## src/rtl/sparse_pkg.sv

```systemverilog
// Shared widths and FSM encoding for the sparse dot-product reader.
package sparse_pkg;

    localparam int DW   = 8;
    localparam int IW   = 8;
    localparam int AW   = 4;
    localparam int ACCW = 2 * DW + AW;

    localparam logic [AW:0] MAX_LEN = (AW + 1)'(2 ** AW);

    typedef enum logic [1:0] {
        IDLE  = 2'd0,
        FETCH = 2'd1,
        CMP   = 2'd2,
        DONE  = 2'd3
    } state_e;

    // Lengths beyond the memory depth are treated as a full memory.
    function automatic logic [AW:0] clamp_len(input logic [AW:0] len);
        return (len > MAX_LEN) ? MAX_LEN : len;
    endfunction

endpackage

```

## src/rtl/mac_unit.sv

```systemverilog
// Unsigned DW x DW multiply with an ACCW-wide accumulator; clear wins over enable.
import sparse_pkg::*;

module mac_unit (
    input  logic            clk,
    input  logic            reset,
    input  logic            clear,
    input  logic            en,
    input  logic [DW-1:0]   a,
    input  logic [DW-1:0]   b,
    output logic [ACCW-1:0] acc
);

    logic [2*DW-1:0] prod;
    logic [ACCW-1:0] acc_d, acc_q;

    assign prod = a * b;

    always_comb begin
        acc_d = acc_q;
        if (clear)
            acc_d = '0;
        else if (en)
            acc_d = acc_q + ACCW'(prod);
    end

    always_ff @(posedge clk or posedge reset) begin
        if (reset)
            acc_q <= '0;
        else
            acc_q <= acc_d;
    end

    assign acc = acc_q;

endmodule

```

## src/rtl/sparse_dot_reader.sv

```systemverilog
// Two-pointer merge over two sorted (index, value) memories, accumulating the
// dot product of matching indices.
import sparse_pkg::*;

module sparse_dot_reader (
    input  logic            clk,
    input  logic            reset,
    input  logic            start,
    input  logic [AW:0]     len1,
    input  logic [AW:0]     len2,
    output logic            rd_en,
    output logic [AW-1:0]   addr1r,
    output logic [AW-1:0]   addr2r,
    input  logic [IW-1:0]   idx1,
    input  logic [DW-1:0]   val1,
    input  logic [IW-1:0]   idx2,
    input  logic [DW-1:0]   val2,
    output logic            busy,
    output logic            done,
    output logic [ACCW-1:0] result,
    output logic [AW:0]     match_cnt
);

    state_e        state_d, state_q;
    logic [AW:0]   p1_d, p1_q, p2_d, p2_q;
    logic [AW:0]   len1_d, len1_q, len2_d, len2_q;
    logic [AW:0]   match_d, match_q;
    logic [AW-1:0] addr1_d, addr1_q, addr2_d, addr2_q;
    logic          rd_en_d, rd_en_q, busy_d, busy_q, done_d, done_q;

    logic [AW:0]   l1_c, l2_c, p1_n, p2_n;
    logic          accept, hit;

    assign l1_c   = clamp_len(len1);
    assign l2_c   = clamp_len(len2);
    assign accept = (state_q == IDLE) && start;
    assign hit    = (state_q == CMP) && (idx1 == idx2);

    // Pointer advance for the current compare; pointers are AW+1 bits so 16 stays distinct from 0.
    always_comb begin
        p1_n = p1_q;
        p2_n = p2_q;
        if (idx1 <= idx2) p1_n = p1_q + (AW + 1)'(1);
        if (idx1 >= idx2) p2_n = p2_q + (AW + 1)'(1);
    end

    always_comb begin
        state_d = state_q;
        p1_d    = p1_q;
        p2_d    = p2_q;
        len1_d  = len1_q;
        len2_d  = len2_q;
        match_d = match_q;
        addr1_d = addr1_q;
        addr2_d = addr2_q;
        busy_d  = busy_q;
        rd_en_d = 1'b0;
        done_d  = 1'b0;
        case (state_q)
            IDLE: begin
                if (start) begin
                    len1_d  = l1_c;
                    len2_d  = l2_c;
                    p1_d    = '0;
                    p2_d    = '0;
                    match_d = '0;
                    busy_d  = 1'b1;
                    if (l1_c == '0 || l2_c == '0) begin
                        state_d = DONE;
                        done_d  = 1'b1;
                    end else begin
                        state_d = FETCH;
                        rd_en_d = 1'b1;
                        addr1_d = '0;
                        addr2_d = '0;
                    end
                end
            end
            FETCH: state_d = CMP;
            CMP: begin
                p1_d = p1_n;
                p2_d = p2_n;
                if (idx1 == idx2) match_d = match_q + (AW + 1)'(1);
                if (p1_n == len1_q || p2_n == len2_q) begin
                    state_d = DONE;
                    done_d  = 1'b1;
                end else begin
                    state_d = FETCH;
                    rd_en_d = 1'b1;
                    addr1_d = p1_n[AW-1:0];
                    addr2_d = p2_n[AW-1:0];
                end
            end
            DONE: begin
                state_d = IDLE;
                busy_d  = 1'b0;
            end
            default: state_d = IDLE;
        endcase
    end

    always_ff @(posedge clk or posedge reset) begin
        if (reset) begin
            state_q <= IDLE;
            p1_q    <= '0;
            p2_q    <= '0;
            len1_q  <= '0;
            len2_q  <= '0;
            match_q <= '0;
            addr1_q <= '0;
            addr2_q <= '0;
            rd_en_q <= 1'b0;
            busy_q  <= 1'b0;
            done_q  <= 1'b0;
        end else begin
            state_q <= state_d;
            p1_q    <= p1_d;
            p2_q    <= p2_d;
            len1_q  <= len1_d;
            len2_q  <= len2_d;
            match_q <= match_d;
            addr1_q <= addr1_d;
            addr2_q <= addr2_d;
            rd_en_q <= rd_en_d;
            busy_q  <= busy_d;
            done_q  <= done_d;
        end
    end

    mac_unit u_mac (
        .clk   (clk),
        .reset (reset),
        .clear (accept),
        .en    (hit),
        .a     (val1),
        .b     (val2),
        .acc   (result)
    );

    assign rd_en     = rd_en_q;
    assign addr1r    = addr1_q;
    assign addr2r    = addr2_q;
    assign busy      = busy_q;
    assign done      = done_q;
    assign match_cnt = match_q;

endmodule

```

## config.mk

```make
export PLATFORM = sky130hd
export DESIGN_NAME = sparse_dot_reader
export DESIGN_NICKNAME = d
export VERILOG_FILES = /design/src/rtl/sparse_pkg.sv /design/src/rtl/mac_unit.sv /design/src/rtl/sparse_dot_reader.sv
export SDC_FILE = /design/constraint.sdc
export NUM_CORES = 1
export LEC_CHECK = 0
export CAP_MARGIN = 20
export CORE_UTILIZATION = 57
export DETAILED_ROUTE_END_ITERATION = 7
export HOLD_SLACK_MARGIN = 0.06
export PLACE_DENSITY_LB_ADDON = 0.3
export SYNTH_ARGS = -nofsm -noshare
export SYNTH_HDL_FRONTEND = slang
export SYNTH_SLANG_ARGS = --single-unit
```

## constraint.sdc

```tcl
create_clock -name clk -period 5.2 [get_ports clk]
set_input_delay 1.56 -clock clk [delete_from_list [all_inputs] [get_ports clk]]
set_output_delay 1.56 -clock clk [all_outputs]
set_load 0.02 [all_outputs]
```

# Word-level counts from Yosys, hierarchy flattened
# Index checks and enable logic that the tools add are counted.
[classes] n_eq_ne=10 mul=1 mux=31 reduce_logical=15 addsub=4 magnitude_cmp=4
[op_table] operator="$mux 20" count=2
[op_table] operator="$mux 5" count=6
[op_table] operator="$pmux 5 s2" count=3
[op_table] operator="$add 20x16->20" count=1
[op_table] operator="$mul 8x8->16" count=1
[op_table] operator="$mux 4" count=4
[op_table] operator="$pmux 4 s2" count=2
[op_table] operator="$add 5x1->5 const B" count=3
[op_table] operator="$eq 5x5->1" count=2
[op_table] operator="$gt 5x5->1 const B" count=2
[op_table] operator="$logic_not 5->1" count=2
[op_table] operator="$eq 8x8->1" count=1
[op_table] operator="$ge 8x8->1" count=1
[op_table] operator="$le 8x8->1" count=1
[op_table] operator="$pmux 2 s4" count=1
[op_table] operator="$mux 1" count=7
[op_table] operator="$mux 2" count=3
[op_table] operator="$ne 2x2->1 const B" count=3
[op_table] operator="$pmux 1 s2" count=3
[op_table] operator="$reduce_and 2->1" count=3
[op_table] operator="$reduce_bool 2->1" count=3
[op_table] operator="$eq 2x2->1 const B" count=2
[op_table] operator="$reduce_and 4->1" count=1
[op_table] operator="$reduce_and 3->1" count=1
[op_table] operator="other kinds (5)" count=7
[totals] register_bits=58 word_cells=77 in_bits=45

# Depth between registers and ports, before layout
[depth] word_depth=7 ltp_mapped=20 mapped_depth_nobuf=19

# By module
# Synthesis repeated with hierarchy kept, for this count alone.
[unflattened] hier_cells=699 area_unflattened_um2=6208.5
[by_module_without_submodules] module="mac_unit" instances=1 area_per_inst_um2=3749.8 cells_per_inst=441
[by_module_without_submodules] module="sparse_dot_reader" instances=1 area_per_inst_um2=2458.6 cells_per_inst=258

# Worst setup path after synthesis
# No wires, ideal clock.
[synth_timing] path_type="input port to flip-flop" startpoint="input val1[5]" endpoint="register u_mac.acc_q[18], in the netlist u_mac.acc[18]" slack_ns=-0.705 path_buffers=1 stages=17 required_ns=5.104 arrival_time_ns=5.809 path_cell_list="clkbuf_1 nand2_1 fa_1 inv_1 fa_1 fa_1 inv_1 fa_1 inv_1 ha_1 or3_1 o31ai_4 o21ai_1 o41a_1 a311oi_1 o211ai_1 o31ai_1"
[synth_between] elab_chain_cells=4
[synth_rtl] element="start: declaration" line="sparse_dot_reader.sv:15" source="input logic [DW-1:0] val1,"
[synth_rtl] element="$mul 8x8->16" line="mac_unit.sv:17" source="assign prod = a * b;"
[synth_rtl] element="$add 20x16->20" line="mac_unit.sv:24" source="acc_d = acc_q + ACCW'(prod);"
[synth_rtl] element="$mux 20" line="mac_unit.sv:23" source="else if (en)"
[synth_rtl] element="$mux 20" line="mac_unit.sv:21" source="if (clear)"
[synth_rtl] element="end signal: assignment" line="mac_unit.sv:29" source="acc_q <= '0;"
[synth_rtl] element="end signal: assignment" line="mac_unit.sv:31" source="acc_q <= acc_d;"
[synth_rtl] element="end: declaration" line="mac_unit.sv:15" source="logic [ACCW-1:0] acc_d, acc_q;"
# Every way passes these cells. The select of a mux whose other input is x is not followed.
# A chain may end at the register's enable or synchronous reset.

# Final worst setup path
[layout_timing] startpoint="input val1[3]" endpoint="register u_mac.acc_q[18], in the netlist u_mac.acc[18]"
# The elaborated chain is that of the path after synthesis.

==> flow_summary.toml <==
[logic_synthesis]
syn_nets = 784
synth_warnings = 0
netlist_area_um2 = 5770
async_flop_share = 1.00
synth_edf_count = 0
syn_avg_cell_area_um2 = 9.05
synth_ff_type = "dfrtp_1"
yosysUniqueCellTypes = 62
yosys_register_bits = 58
synth_largest_area_cell = "dfrtp_1"
yosysSeqAreaShare = 0.252
yosysTopAreaCellShare = 0.252
synthCells = 637
ys_top_cells_by_area = "dfrtp_1 25%, fa_1 17%, ha_1 11%"

[routing]
wire_per_inst_um = 15.8
vias = 4987
antenna_left = 0
drt_first_pass_iters = 4
drt-total-wl_um = 14300
remaining_drc_errors = 0
via_per_inst = 5.49
drtIter0Drc = 232

[layout]
n_antenna_cell = 0
fill_cells = 627
final_layout_size_suffix_gt1_frac = 0.238
fin_cells = 909
final_core_utilization = 0.789
finalInstanceArea_um2 = 7710
syn_to_final_growth_pct = 33.6
nets = 919

[critical_path]
critPathKind = "input pin to register"
critPathSlowestCell = "fa_2"
reg2reg_from = "u_mac.acc[7]$_DFFE_PP0P_"
startpoint_type = "input pin"
critPathBufInv = 5
r2r_slack_ns = 0.76
r2r-end = "u_mac.acc[18]$_DFFE_PP0P_"
cp_cell_sequence = "buf_8 -> buf_6 -> buf_6 -> and2_4 -> fa_2 -> fa_1 -> inv_1 -> fa_2 -> fa_1 -> inv_2 -> ha_4 -> nand3_2 -> nand2_2 -> o31ai_4 -> o21ai_2 -> o41a_1 -> a311oi_2 -> o211ai_1 -> o31ai_1"
crit_arrival_ns = 5.57
reg2reg_depth = 16
crit_required_ns = 5.43
crit_path_max_fanout = 5
critical_path.top_delay_family = "adder cells"
critPathCaptureType = "register"
cpPeakStageDelay_ns = 0.53

[timing]
rsz0062_at_grt = "yes"
finalSetupTns_ns = -0.349
fin_ws_ns = -0.132
min_period_over_period = 1.03
setup_viol = 6
worst_pin_slew_ns = 0.968
finalClockSkew_ns = 0.00686
min_period_ns = 5.33
slew_headroom = 0.353
finalHoldViolCount = 0
fmaxAchievable_ghz = 0.188
slew_violations = 0

[place]
hpwl_um = 10800
placed_cell_area_um2 = 7180
place_congestion = 0.874
dp.cells = 887
io_buffers = 80

[clocking]
clkTransAtPathRegs_ns = 0.06
ctsHoldBuffers = 0
tritoncts = "done"
clockRootBuffer = "clkbuf_8"
cts_inserted_buffers = 9
clk_path_buf_depth = 2
clkLatencyLatePin_ns = 0.34
h-tree-depth = 3
clkSinkCount = 58

[floorplanning]
die_w_um = 103
dieArea_um2 = 10500
coreArea_um2 = 9770
io_pins = 81
start_util = 0.590
rows = 36
die_y_um = 103

[global_routing]
grt_max_degree = 35
grt_pass1_wl_um = 23300
grtUsageTotal = 0.288
antenna_found_initial = 0
first_global_vias = 5076
overflow = 0

[outcome]
violations = "setup timing"
status = "finished with violations"

[min_path]
min_path_type = "register to register"
hold_path_depth = 1
worstHoldEndpoint = "p2_q[4]$_DFFE_PP0P_"
hold_path.startpoint = "p2_q[4]$_DFFE_PP0P_"

[power_and_ir_drop]
vdd_drop_max_mv = 0.279
fin_total_pwr_w = 0.00272
power.density_nw_per_um2 = 352
p_leak_nw = 3.75

[job]
max_cap_violations = 0
-- layout by cell type (no fill, tap or decap), types with 8 or more instances in the layout --
cell	count
inv_1	102
nand2_1	65
clkdlybuf4s50_1	64
dfrtp_1	58
buf_4	55
fa_1	42
ha_1	42
o21ai_0	29
and2_1	25
nor2_1	22
nand3_1	20
xor2_1	15
inv_2	15
nand2b_1	14
xnor2_1	13
buf_6	13
clkbuf_8	12
nand2_2	9
ha_4	9
o31ai_1	8
a21oi_1	8
mux2_4	8
fa_2	8
-- synth_stat cells, types with 3 or more instances --
library cell,count
o21a_1,3
o21ai_0,33
mux2_4,8
o211ai_1,3
mux2i_1,3
and2_1,32
nand2_1,78
o21ai_1,8
or4_1,3
ha_1,52
a21o_1,3
xor2_1,15
a211oi_1,4
nand3_1,22
nand2b_1,14
nand3b_1,3
o21bai_1,4
a31oi_1,3
nor2_1,25
o31ai_1,9
fa_1,50
dfrtp_1,58
xnor3_1,3
nand4_1,4
nor3_1,4
inv_1,115
a21oi_1,12
xnor2_1,14
clkbuf_1,13
-- power breakdown --
part / switching (W) / leakage [nW] / internal, W
clock: 0.000172 / 0.106 / 0.000257
combinational: 0.000844 / 2.86 / 0.000833
sequential: 0.0000827 / 0.788 / 0.000527
total: 0.00110 / 3.75 / 0.00162
-- area by class of cell --
| type | instances | area [um^2] | share of cell area |
|---|---|---|---|
| well taps | 133 | 166 | 0.0216 |
| repair buffers | 139 | 1280 | 0.167 |
| flip-flops and latches | 58 | 1450 | 0.188 |
| multi-input cells | 447 | 4160 | 0.540 |
| clock buffers | 13 | 169 | 0.0219 |
| inverters | 117 | 439 | 0.0570 |
| clock inverters | 2 | 35.0 | 0.00454 |
-- flip-flops by register name, indices dropped and copies added (netlist names) --
name	flops
addr1r	4
addr2r	4
busy	1
done	1
len1_q	5
len2_q	5
match_cnt	5
p1_q	5
p2_q	5
rd_en	1
state_q	2
u_mac.acc	20
-- worst max-delay path by stage --
stage                                     end  depth (start not counted)    start
floorplan           u_mac.acc[18]$_DFFE_PP0P_                         17  val1[5]
global placement    u_mac.acc[18]$_DFFE_PP0P_                         17  val2[3]
detailed placement  u_mac.acc[19]$_DFFE_PP0P_                         20  val1[3]
CTS                 u_mac.acc[18]$_DFFE_PP0P_                         16  val2[7]
global route        u_mac.acc[18]$_DFFE_PP0P_                         16  val2[7]
finish              u_mac.acc[18]$_DFFE_PP0P_                         19  val1[3]
-- stage by stage --
stage | hold WS, ns | worst slack (ns)
after floorplan | 0.452 | -0.385
after global placement | 0.470 | -1.05
after detailed placement | 0.492 | -1.16
after CTS | 0.507 | -0.473
after global routing | 0.530 | -0.265
final | 0.505 | -0.132
-- timing repair --
action,in CTS,in global routing
endpoints found under the setup margin,13,10
gates cloned,0,0
buffers inserted,6,3
pin swaps,29,48
resized for setup,117,58
-- cell families after synthesis --
kind of cell               synth area share
AOI/OAI and AO/OA                     0.119
xor gates and xnor gates             0.0557
buffers and inverters                0.0861
and+or+nand+nor                       0.175
adders and majority gates             0.286
DFF                                   0.252
muxes                                0.0260
-- per-layer routing --
| layer | vias to the layer above | GRT usage | share of wire |
|---|---|---|---|
| li1 | 2341 | - | - |
| met1 | 2450 | 0.380 | 0.42 |
| met2 | 166 | 0.483 | 0.52 |
| met3 | 30 | 0.0495 | 0.049 |
| met4 | 0 | 0.0912 | 0.014 |
| met5 | - | 0 | 0 |
(Power assumes the default switching activity.)
